File: src/rtl/dm_ext_master.sv
// -----------------------------------------------------------------------------
// dm_ext_master
// Command-driven master for an external synchronous data memory with a fixed
// read latency. Accepts single-word writes and wrapping burst reads, drives
// registered memory-side control/address/data, and returns read words as
// one-cycle response pulses in issue order.
//
// Ports
//   clk, rst                 clock, synchronous active-high reset
//   cmd_valid / cmd_ready    command handshake (ready only in IDLE)
//   cmd_wr                   1 = single write, 0 = burst read
//   cmd_addr                 write address / burst start address
//   cmd_len                  burst length (0 -> 1, clamped to 2^DMA_SIZE)
//   cmd_wdata                write data
//   rsp_valid/data/last      read response stream, no backpressure
//   busy                     high whenever not IDLE
//   ps_dm_cslt, ps_dm_wrb    memory chip select / write strobe
//   dg_dm_add, bc_dt         memory address / write data
//   dm_bc_dt                 memory read data (valid READ_LAT cycles after issue)
// -----------------------------------------------------------------------------
module dm_ext_master #(
    parameter int DMA_SIZE = 3,
    parameter int DMD_SIZE = 4,
    parameter int READ_LAT = 3
) (
    input  logic                clk,
    input  logic                rst,
    input  logic                cmd_valid,
    output logic                cmd_ready,
    input  logic                cmd_wr,
    input  logic [DMA_SIZE-1:0] cmd_addr,
    input  logic [DMA_SIZE:0]   cmd_len,
    input  logic [DMD_SIZE-1:0] cmd_wdata,
    output logic                rsp_valid,
    output logic [DMD_SIZE-1:0] rsp_data,
    output logic                rsp_last,
    output logic                busy,
    output logic                ps_dm_cslt,
    output logic                ps_dm_wrb,
    output logic [DMA_SIZE-1:0] dg_dm_add,
    output logic [DMD_SIZE-1:0] bc_dt,
    input  logic [DMD_SIZE-1:0] dm_bc_dt
);

    typedef enum logic [1:0] {
        IDLE  = 2'd0,
        WRITE = 2'd1,
        READ  = 2'd2,
        DRAIN = 2'd3
    } state_t;

    localparam logic [DMA_SIZE:0]   LEN_ONE  = (DMA_SIZE+1)'(1);
    localparam logic [DMA_SIZE:0]   LEN_MAX  = LEN_ONE << DMA_SIZE;
    localparam logic [DMA_SIZE-1:0] ADDR_ONE = DMA_SIZE'(1);

    state_t              state_q;
    logic [DMA_SIZE-1:0] addr_cnt_q;    // address of the next read to issue
    logic [DMA_SIZE:0]   rem_q;         // reads still to issue after the current one
    logic [READ_LAT:0]   pipe_vld_q;    // in-flight read tracker, stage i = i cycles after issue
    logic [READ_LAT:0]   pipe_last_q;
    logic                cslt_q;
    logic                wrb_q;
    logic [DMA_SIZE-1:0] add_q;
    logic [DMD_SIZE-1:0] bc_dt_q;
    logic                rsp_valid_q;
    logic                rsp_last_q;
    logic [DMD_SIZE-1:0] rsp_data_q;

    logic [DMA_SIZE:0]   eff_len_s;
    logic                accept_s;

    assign cmd_ready  = (state_q == IDLE);
    assign busy       = (state_q != IDLE);
    assign accept_s   = cmd_valid && cmd_ready;

    assign ps_dm_cslt = cslt_q;
    assign ps_dm_wrb  = wrb_q;
    assign dg_dm_add  = add_q;
    assign bc_dt      = bc_dt_q;
    assign rsp_valid  = rsp_valid_q;
    assign rsp_last   = rsp_last_q;
    assign rsp_data   = rsp_data_q;

    // Effective burst length: zero means one word, anything beyond the
    // address space is clamped so a burst never revisits an address.
    always_comb begin
        eff_len_s = cmd_len;
        if (cmd_len == {(DMA_SIZE+1){1'b0}}) begin
            eff_len_s = LEN_ONE;
        end else if (cmd_len > LEN_MAX) begin
            eff_len_s = LEN_MAX;
        end else begin
            eff_len_s = cmd_len;
        end
    end

    // Controller FSM with registered memory-side and response outputs.
    always_ff @(posedge clk) begin
        if (rst) begin
            state_q     <= IDLE;
            addr_cnt_q  <= {DMA_SIZE{1'b0}};
            rem_q       <= {(DMA_SIZE+1){1'b0}};
            pipe_vld_q  <= {(READ_LAT+1){1'b0}};
            pipe_last_q <= {(READ_LAT+1){1'b0}};
            cslt_q      <= 1'b0;
            wrb_q       <= 1'b0;
            add_q       <= {DMA_SIZE{1'b0}};
            bc_dt_q     <= {DMD_SIZE{1'b0}};
            rsp_valid_q <= 1'b0;
            rsp_last_q  <= 1'b0;
            rsp_data_q  <= {DMD_SIZE{1'b0}};
        end else begin
            // Age every in-flight read by one cycle; stage 0 is refilled
            // below only when a read is issued in the coming cycle.
            for (int i = READ_LAT; i > 0; i--) begin
                pipe_vld_q[i]  <= pipe_vld_q[i-1];
                pipe_last_q[i] <= pipe_last_q[i-1];
            end
            pipe_vld_q[0]  <= 1'b0;
            pipe_last_q[0] <= 1'b0;

            // The oldest stage holds a read whose data is on dm_bc_dt now.
            rsp_valid_q <= pipe_vld_q[READ_LAT];
            rsp_last_q  <= pipe_vld_q[READ_LAT] & pipe_last_q[READ_LAT];
            if (pipe_vld_q[READ_LAT]) begin
                rsp_data_q <= dm_bc_dt;
            end

            case (state_q)
                IDLE: begin
                    cslt_q <= 1'b0;
                    wrb_q  <= 1'b0;
                    if (accept_s) begin
                        cslt_q <= 1'b1;
                        add_q  <= cmd_addr;
                        if (cmd_wr) begin
                            state_q <= WRITE;
                            wrb_q   <= 1'b1;
                            bc_dt_q <= cmd_wdata;
                        end else begin
                            // First read goes out in the cycle after accept.
                            state_q        <= READ;
                            addr_cnt_q     <= cmd_addr + ADDR_ONE;
                            rem_q          <= eff_len_s - LEN_ONE;
                            pipe_vld_q[0]  <= 1'b1;
                            pipe_last_q[0] <= (eff_len_s == LEN_ONE);
                        end
                    end
                end
                WRITE: begin
                    state_q <= IDLE;
                    cslt_q  <= 1'b0;
                    wrb_q   <= 1'b0;
                end
                READ: begin
                    wrb_q <= 1'b0;
                    if (rem_q == {(DMA_SIZE+1){1'b0}}) begin
                        state_q <= DRAIN;
                        cslt_q  <= 1'b0;
                    end else begin
                        cslt_q         <= 1'b1;
                        add_q          <= addr_cnt_q;
                        addr_cnt_q     <= addr_cnt_q + ADDR_ONE;
                        rem_q          <= rem_q - LEN_ONE;
                        pipe_vld_q[0]  <= 1'b1;
                        pipe_last_q[0] <= (rem_q == LEN_ONE);
                    end
                end
                DRAIN: begin
                    cslt_q <= 1'b0;
                    wrb_q  <= 1'b0;
                    // Hold off new commands until the final word has left.
                    if (rsp_valid_q && rsp_last_q) begin
                        state_q <= IDLE;
                    end
                end
                default: begin
                    state_q <= IDLE;
                    cslt_q  <= 1'b0;
                    wrb_q   <= 1'b0;
                end
            endcase
        end
    end

endmodule

File: config.mk
export PLATFORM = sky130hd
export DESIGN_NAME = dm_ext_master
export DESIGN_NICKNAME = d
export VERILOG_FILES = /design/src/rtl/dm_ext_master.sv
export SDC_FILE = /design/constraint.sdc
export NUM_CORES = 1
export LEC_CHECK = 0
export ABC_CLOCK_PERIOD_IN_PS = 2400
export BUFFER_PORTS_ARGS = -buffer_cell sky130_fd_sc_hd__buf_4
export CAP_MARGIN = 20
export CORE_MARGIN = 2
export CORE_UTILIZATION = 50
export CTS_CLUSTER_SIZE = 14
export DETAILED_ROUTE_END_ITERATION = 7
export PLACE_DENSITY_LB_ADDON = 0.2
export SLEW_MARGIN = 20
export SYNTH_ARGS = -nofsm -noshare
export SYNTH_HDL_FRONTEND = slang
export SYNTH_SLANG_ARGS = --single-unit
File: constraint.sdc
create_clock -name clk -period 2.4 [get_ports clk]
set_input_delay 0.36 -clock clk [delete_from_list [all_inputs] [get_ports clk]]
set_output_delay 0.36 -clock clk [all_outputs]
set_load 0.005 [all_outputs]
==> results.yml <==
die:
  rows: 19
  die_h_um: 57.1
  start_util_pct: 51.9
  ios: 36
  die_w_um: 57.1
  dieArea_sq_um: 3260
  design.core.area_sq_um: 2710
timing:
  clock.fmax_mhz: 491
  slew_viol_final: 0
  max_slew_margin_pct: 61.4
  holdWs_ns: 0.255
  setup_viol_count_final: 0
  worstMarginPinSlew_ns: 0.580
  fin_crit_ns: 2.04
  finalSetupTns_ns: 0
  min_period_over_period_pct: 84.8
  fin_worst_skew_ns: 0.00806
  finalHoldViolCount: 0
  rsz0062_at_grt: "no"
clock_tree:
  cts.sinks: 32
  clock_path_buffers: 2
  clk_pin_slew_ns: 0.10
  cts_inserted_buffers: 5
  tritoncts: "done"
  htreeDepth: 2
  cts_hold_buf: 0
  insertion_delay_ns: 0.34
  clockRootBuffer: "clkbuf_4"
  postCtsSetupRepairBufs: 0
  ctsResizeCount: 0
global_route:
  grt-busiest-layer: "met2"
  grt.overflow.total: 0
  gr-usage-met3_pct: 4.99
  track_usage_pct: 18.8
  antenna_found_initial: 0
  gr-usage-met2_pct: 29.9
  grt_max_degree: 32
  use_met1_pct: 22.6
  grt_pass1_vias: 1070
  grt_pass1_wl_um: 4640
drt:
  drt_iter0_drc: 59
  routed_wl_um: 2700
  post-route-drc-count: 0
  first_pass_iters: 7
  wl_per_cell_um: 12.6
  num_vias: 1123
  via_per_inst: 5.22
  drtAntennaViolNets: 0
worst_setup_path:
  worstPathMaxFanout: 15
  critical_path.startpoint_type: "flop"
  cp_data_required_time_ns: 2.63
  cp_data_arrival_time_ns: 2.27
  cp-startpoint: "state_q[0]$_SDFFE_PP0P_"
  crit_path_end: "addr_cnt_q[2]$_SDFFE_PP0P_"
  r2r_slack_ns: 0.36
  r2r-start: "state_q[0]$_SDFFE_PP0P_"
  critical_path_class: "flop to flop"
  crit-reg2reg-capture: "addr_cnt_q[2]$_SDFFE_PP0P_"
  reg2reg_depth: 6
  critPathCaptureType: "flop"
synth:
  synth_area_per_cell_sq_um: 9.58
  async_reset_ff_share_pct: 0
  synthFlopType: "dfxtp_1"
  yosys.cell_types.count: 32
  postSynthCellCount: 147
  seq_area_frac_synth_pct: 45.5
  yosysWarnings: 0
  syn_nets: 174
  synth_area_sq_um: 1410
  yosys_register_bits: 32
  synth_edf_count: 0
placed_design:
  portBuffers: 35
  hpwl_um: 2010
  numPlacedInstances: 207
  gp_congestion: 0.872
final_layout:
  fin_nets: 210
  fillers: 235
  drive_gt1_share_pct: 26.6
  syn2layout_area_growth_pct: 24.1
  diodes: 0
  final_cells: 215
power_and_ir_drop:
  power_uw: 1240
  ir_worst_vdd_mv: 0.443
  leakage_uw: 0.000777
  powerDensity_nw_per_um2: 707
min_path:
  hp-class: "input port to flop"
job:
  max-cap-violations: 0
outcome:
  status: "complete, no violations"
how the worst min path moves through the flow:
| stage | depth (start not counted) | endpoint | start |
|---|---|---|---|
| 3_5_place_dp | 1 | pipe_last_q[3]$_SDFF_PP0_ | pipe_last_q[2]$_SDFF_PP0_ |
| 3_3_place_gp | 1 | pipe_last_q[3]$_SDFF_PP0_ | pipe_last_q[2]$_SDFF_PP0_ |
| 5_1_grt | 3 | bc_dt[0]$_SDFFE_PP0P_ | cmd_wdata[0] |
| 2_1_floorplan | 1 | rsp_last$_SDFF_PP0_ | pipe_last_q[3]$_SDFF_PP0_ |
| 4_1_cts | 3 | bc_dt[0]$_SDFFE_PP0P_ | cmd_wdata[0] |
| 6_report | 3 | rsp_data[1]$_SDFFE_PP0P_ | dm_bc_dt[1] |
per-layer routing:
layer | part of all wire [%] | vias up
li1 | - | 566
met1 | 43 | 508
met2 | 48 | 44
met3 | 6.4 | 5
met4 | 2.0 | 0
met5 | 0 | -
cell usage after synthesis (2+ instances only):
master	number	area, sq um
dfxtp_1	32	641
ha_1	8	100
xnor2_1	4	35.0
inv_1	10	37.5
or3_1	2	12.5
nor2b_1	9	56.3
nor3_1	2	10.0
a211oi_1	4	30.0
a21oi_1	2	10.0
clkbuf_1	4	15.0
mux2_2	2	22.5
nand3_1	3	15.0
nor2_1	20	75.1
mux2i_1	14	140
buf_2	2	10.0
nand2_1	8	30.0
nand2b_1	5	31.3
o21ai_0	2	10.0
power breakdown:
group          switching, uW  leakage, uW  internal (uW)  total (uW)
Clock                    186    0.0000315            143         329
Combinational            151     0.000485            153         304
Sequential              27.9     0.000261            574         602
stage by stage:
stage,util [%],worst slack [ns],cell area (sq um)
floorplan,-,0.626,1410
global placement,62.1,0.487,1680
detailed placement,62.1,0.385,1680
CTS,64.5,0.369,1750
global route,64.5,0.179,1750
finish,64.5,0.364,1750
registers in the layout, summed over array words and instances, names as in the netlist:
register     cells
addr_cnt_q       3
bc_dt            4
dg_dm_add        3
pipe_last_q      4
pipe_vld_q       4
ps_dm_cslt       1
ps_dm_wrb        1
rem_q            4
rsp_data         4
rsp_last         1
rsp_valid        1
state_q          2
logic make-up after synthesis:
group	share of synthesized area, %
xor gates and xnor gates	2.49
DFF	45.5
buffers and inverters	4.44
AOI/OAI and AO/OA	8.27
and+or+nand+nor	20.6
adders and majority gates	7.11
muxes	11.6
worst max-delay path, stage by stage (launching register included):
cell      delay (ns)
dfxtp_1         0.35
inv_1           0.09
ha_1            0.53
nand2b_1        0.23
a21oi_2         0.43
mux2i_1         0.26
nor2_1          0.05
area by class of cell:
cell class / instances / area, sq um / share of cell area (%)
clock buffers: 7 / 55.1 / 3.15
clock inverters: 1 / 7.51 / 0.430
repair buffers: 35 / 263 / 15.0
flip-flops and latches: 32 / 641 / 36.7
inverters: 10 / 37.5 / 2.15
multi-input cells: 99 / 704 / 40.3
well taps: 31 / 38.8 / 2.22
cells in the final DEF (no fill, tap or decap), drive strengths merged, types with 3 or more instances in the layout:
| cell type | instances |
|---|---|
| nand2b | 5 |
| dfxtp | 32 |
| nor3 | 3 |
| mux2i | 14 |
| inv | 10 |
| a211oi | 4 |
| buf | 35 |
| xnor2 | 4 |
| nor2b | 9 |
| nand3 | 3 |
| nand2 | 8 |
| ha | 8 |
| clkbuf | 7 |
| nor2 | 20 |
| a21oi | 3 |
No activity file was read; power rests on OpenSTA's default activity.
